## config.mk

```make
export PLATFORM = sky130hd
export DESIGN_NAME = hazard_unit
export DESIGN_NICKNAME = d
export VERILOG_FILES = /design/src/rtl/hazard_unit_pkg.sv /design/src/rtl/hazard_unit_fwd_sel.sv /design/src/rtl/hazard_unit.sv
export SDC_FILE = /design/constraint.sdc
export NUM_CORES = 1
export LEC_CHECK = 0
export ABC_AREA = 1
export CAP_MARGIN = 20
export CORE_ASPECT_RATIO = 0.9
export CORE_MARGIN = 10
export CORE_UTILIZATION = 50
export CTS_CLUSTER_SIZE = 30
export DETAILED_ROUTE_END_ITERATION = 10
export PLACE_DENSITY = 0.78
export SETUP_SLACK_MARGIN = 0.05
export SYNTH_ARGS = -nofsm -noshare
export SYNTH_HDL_FRONTEND = slang
export SYNTH_SLANG_ARGS = --single-unit
```

## constraint.sdc

```tcl
create_clock -name clk -period 1.93 [get_ports clk]
set_input_delay 0.579 -clock clk [delete_from_list [all_inputs] [get_ports clk]]
set_output_delay 0.579 -clock clk [all_outputs]
set_load 0.1 [all_outputs]
```

## src/rtl/hazard_unit_pkg.sv

```systemverilog
// Shared types for the pipeline hazard unit: forwarding select encoding,
// the per-stage hazard record and a small matching helper.
package hazard_unit_pkg;

    localparam int unsigned REG_W = 5;

    typedef enum logic [1:0] {
        FORWARD_NONE = 2'd0,
        FORWARD_WB   = 2'd1,
        FORWARD_MEM  = 2'd2
    } forward_t;

    typedef struct packed {
        logic             valid;
        logic [REG_W-1:0] rs1;
        logic [REG_W-1:0] rs2;
        logic [REG_W-1:0] rd;
        logic             regwrite;
        logic             memread;
    } hazard_stage_t;

    localparam hazard_stage_t STAGE_BUBBLE = '0;

    // True when the stage will write a non-zero register equal to 'r'.
    function automatic logic stage_writes(input hazard_stage_t s, input logic [REG_W-1:0] r);
        return s.valid & s.regwrite & (s.rd != '0) & (s.rd == r);
    endfunction

endpackage : hazard_unit_pkg

```

## src/rtl/hazard_unit_fwd_sel.sv

```systemverilog
// Forwarding source selection for one EX operand; MEM result is newer than
// WB result and therefore wins when both match.
module fwd_sel
    import hazard_unit_pkg::*;
(
    input  logic [REG_W-1:0] rs_i,
    input  hazard_stage_t    mem_i,
    input  hazard_stage_t    wb_i,
    output forward_t         sel_o
);

    // Priority select: MEM, then WB, else register file.
    always_comb begin
        sel_o = FORWARD_NONE;
        if (stage_writes(mem_i, rs_i)) begin
            sel_o = FORWARD_MEM;
        end else if (stage_writes(wb_i, rs_i)) begin
            sel_o = FORWARD_WB;
        end
    end

endmodule : fwd_sel

```

## src/rtl/hazard_unit.sv

```systemverilog
// Hazard unit for a 5-stage pipeline: tracks EX/MEM/WB register usage,
// produces operand forwarding selects, load-use stalls and redirect flushes.
module hazard_unit
    import hazard_unit_pkg::*;
(
    input  logic             clk,
    input  logic             rst_n,
    input  logic             id_valid,
    input  logic [REG_W-1:0] id_rs1,
    input  logic [REG_W-1:0] id_rs2,
    input  logic [REG_W-1:0] id_rd,
    input  logic             id_regwrite,
    input  logic             id_memread,
    input  logic             ex_branch_taken,
    output forward_t         ex_forward_a,
    output forward_t         ex_forward_b,
    output logic             stall_if,
    output logic             stall_id,
    output logic             flush_id,
    output logic             flush_ex
);

    hazard_stage_t ex_q, mem_q, wb_q;
    hazard_stage_t ex_d;
    forward_t      sel_a, sel_b;
    logic          load_use;

    // Load in EX whose destination is read by the instruction in ID.
    always_comb begin
        load_use = id_valid & ex_q.valid & ex_q.memread & (ex_q.rd != '0) &
                   ((ex_q.rd == id_rs1) | (ex_q.rd == id_rs2));
    end

    // Redirect overrides load-use: the flushed ID instruction needs no stall.
    always_comb begin
        flush_id = ex_branch_taken;
        flush_ex = ex_branch_taken | load_use;
        stall_if = ~ex_branch_taken & load_use;
        stall_id = ~ex_branch_taken & load_use;
    end

    // Next EX record: ID fields when valid, bubble when empty or flushed.
    always_comb begin
        ex_d = STAGE_BUBBLE;
        if (id_valid && !flush_ex) begin
            ex_d.valid    = 1'b1;
            ex_d.rs1      = id_rs1;
            ex_d.rs2      = id_rs2;
            ex_d.rd       = id_rd;
            ex_d.regwrite = id_regwrite;
            ex_d.memread  = id_memread;
        end
    end

    // Stage record pipeline with synchronous active-low clear.
    always_ff @(posedge clk) begin
        if (!rst_n) begin
            ex_q  <= STAGE_BUBBLE;
            mem_q <= STAGE_BUBBLE;
            wb_q  <= STAGE_BUBBLE;
        end else begin
            ex_q  <= ex_d;
            mem_q <= ex_q;
            wb_q  <= mem_q;
        end
    end

    fwd_sel u_fwd_a (
        .rs_i  (ex_q.rs1),
        .mem_i (mem_q),
        .wb_i  (wb_q),
        .sel_o (sel_a)
    );

    fwd_sel u_fwd_b (
        .rs_i  (ex_q.rs2),
        .mem_i (mem_q),
        .wb_i  (wb_q),
        .sel_o (sel_b)
    );

    // No forwarding for an empty EX slot.
    always_comb begin
        ex_forward_a = ex_q.valid ? sel_a : FORWARD_NONE;
        ex_forward_b = ex_q.valid ? sel_b : FORWARD_NONE;
    end

endmodule : hazard_unit

```

==> key figures <==
Run status
  • Status: finished, violations left
  • Violated checks: setup timing

Yosys
  • Synthesized flop and latch total: 32
  • Area share of the largest cell type after synthesis: 0.435
  • Netlist cell types: 21
  • Yosys top cell by area: dfxtp_1
  • Largest cells by area after synthesis: dfxtp_1 (44%), nand2_1 (12%), inv_1 (11%)
  • Synth warnings: 0
  • Post-Syn Nets: 226
  • Sequential share of the synthesized area: 0.435
  • Avg Cell Area, Syn: 7.18 sq um
  • Post-synthesis cell count: 205
  • Synth Cell Area: 1470 sq um

Global routing
  • Largest net degree at the start of global routing: 19
  • Vias in the first global route: 1440
  • Antenna violations before repair: 0
  • First-pass GRT wire length: 6290 um
  • GR Overflow Total: 0
  • GRT Overall Usage: 0.142

Worst hold path
  • Hold Path Class: reg2reg

Layout
  • Layout cell share with drive strength beyond 1: 0.473
  • Diodes inserted: 0
  • Synthesis-to-finish area growth: 56.2%
  • Most common cell after layout, fill and taps aside: nand2_1
  • Fin nets: 285
  • Post-layout util: 0.824
  • Non-filler instance count after layout: 304
  • Commonest cells after routing, fill and taps aside: nand2_1 (39), inv_1 (32), buf_4 (23)

Worst setup path
  • Startpoint types: register
  • WS Path Type: reg2out
  • CP arrival: 1.64 ns
  • Crit-path max FO: 4
  • Largest delay share family, worst path: simple AND/OR/NAND/NOR gates
  • Crit-path most repeated cell: nand2_1
  • Cells along the critical path: inv_2 > nand2_1 > nand2_1 > nor2_1 > nand3_1 > nand2_1 > nand2_2 > nor2_4 > buf_12
  • CP max-delay cell: dfxtp_2
  • CP Capture Type: primary output
  • CP max stage delay: 0.38 ns
  • Req. time, crit path: 1.35 ns
  • Worst path bufs/invs: 2

Route
  • Average wire per standard cell: 13.2 um
  • Routed Antenna Nets: 0
  • DRT Pass-1 Iters: 4
  • DRC errors left: 0
  • Vias: 1401
  • Initial DRC count: 53
  • Final wirelength: 4010 um
  • Via-to-Cell Ratio: 4.61

Die
  • Core region area: 2790 sq um
  • Die W: 77.2 um
  • Row cnt: 18
  • Initial cell density of the core: 0.527
  • Ports: 29
  • Die Area: 5520 sq um
  • Die Y: 71.5 um

Clocking
  • Hold_buf cts: 0
  • Clock buffer depth: 2
  • Worst-Skew Late Latency: 0.33 ns
  • CTS tree: built
  • CTS sink count: 32
  • H-tree depth: 2
  • Total CTS buffers: 5
  • Clock-pin slew on the worst setup and hold paths: 0.10 ns
  • Clock Root Buffer: clkbuf_4

Place
  • Hpwl dp: 2530 um
  • # port buffers: 28
  • Placed Cells: 282
  • Final GP Congestion: 0.876

Timing
  • Final hold vios: 0
  • Count of final setup violators: 7
  • Final worst-path setup slack: -0.292 ns
  • RSZ-0062 raised after global routing: true
  • Slew HR: 0.790
  • Fin. max-slew vios: 0
  • Worst slew pin tran: 0.315 ns
  • Max Freq: 450 MHz
  • Clk_skew: 0.0116 ns
  • Final Cycle Share: 1.15
  • Minimum clock period: 2.22 ns

Power
  • Total power: 1.32 mW
  • Psw: 0.336 mW
  • Flop pwr share: 0.519
  • Maximum VDD drop: 0.000895 V
  • Internal power: 0.984 mW
  • LEAKAGE: 1.19 nW
  • Part of the power in combinational logic: 0.164
  • Pwr dens: 574 nW/um^2
  • Clock power share: 0.317
  • Sw frac: 0.255

Flow run
  • MaxCap Viol Count: 0
[power groups by stage]
stage	logic [mW]	clock network, mW	registers [mW]
6_report	0.216	0.419	0.685
5_1_grt	0.232	0.461	0.687
3_3_place_gp	0.173	0	0.705
3_5_place_dp	0.176	0	0.705
4_1_cts	0.202	0.425	0.685
2_1_floorplan	0.0911	0	0.701
[logic make-up (layout without fill, tap and decap cells)]
group	count (synthesis)	in the layout	share of synthesized area
DFF	32	32	0.435
buffers and inverters	51	110	0.140
and+or+nand+nor	97	97	0.292
xor gates and xnor gates	18	18	0.107
AOI/OAI and AO/OA	7	7	0.0255
[layer usage]
metal	GRT usage	vias up	share of wire
li1	-	714	-
met1	0.138	637	0.39
met2	0.268	38	0.53
met3	0.0474	12	0.050
met4	0.0668	0	0.034
met5	0	-	0
[area by class of cell]
class / count / area (sq um)
Multi-Input combinational cell: 122 / 769
Clock buffer: 7 / 65.1
Fill cell: 176 / 492
Sequential cell: 32 / 688
Tap cell: 40 / 50.0
Timing Repair Buffer: 56 / 549
Inverter: 47 / 179
[cells in the mapped netlist]
master,number
nand3_4,1
o211ai_1,1
xor2_1,4
and2_1,2
buf_6,1
clkbuf_1,1
o21ai_0,4
dfxtp_1,32
nand4_1,5
nand2_1,46
buf_4,2
inv_1,45
inv_2,2
nand3_1,3
nor2_1,29
nor3_1,1
nand2_2,1
nor2_4,1
a21oi_1,2
nor2_2,8
xnor2_1,14
[registers in the layout, indices dropped and copies added (netlist names)]
name   cells
mem_q      7
ex_q      18
wb_q       7
[worst register-to-register path, cell delays in order (launching register included)]
cell,delay [ns]
dfxtp_4,0.39
buf_4,0.14
nor2_1,0.12
nand4_1,0.10
nand4_1,0.08
inv_1,0.05
nand2_2,0.09
buf_4,0.13
nand3_4,0.23
nor2_1,0.20
[repair_timing]
item	CTS	global route
resized for setup	86	23
pin swaps	21	19
buffers inserted	16	0
setup endpoints to repair	9	8
[stage by stage]
step / hold slack [ns] / setup TNS, ns / cell area, sq um / setup WS (ns)
floorplan: 0.390 / -0.981 / 1520 / -0.458
CTS: 0.432 / -1.30 / 2250 / -0.234
detailed placement: 0.401 / -6.47 / 1990 / -0.662
finish: 0.423 / -1.49 / 2300 / -0.292
global route: 0.452 / -2.07 / 2300 / -0.365
global placement: 0.393 / -5.99 / 1990 / -0.630
[path summary, 6_finish.rpt]
kind | startpoint | endpoint | slack [ns] | cells after the start
worst max-delay path | ex_q[6] | stall_if | -0.29 | 9
worst min register to register | ex_q[1] | mem_q[1] | 0.42 | 2
worst min-delay path | ex_q[1] | mem_q[1] | 0.42 | 2
worst max register to register | ex_q[2] | ex_q[10] | 0.31 | 9
No activity file was read; power rests on OpenSTA's default activity.
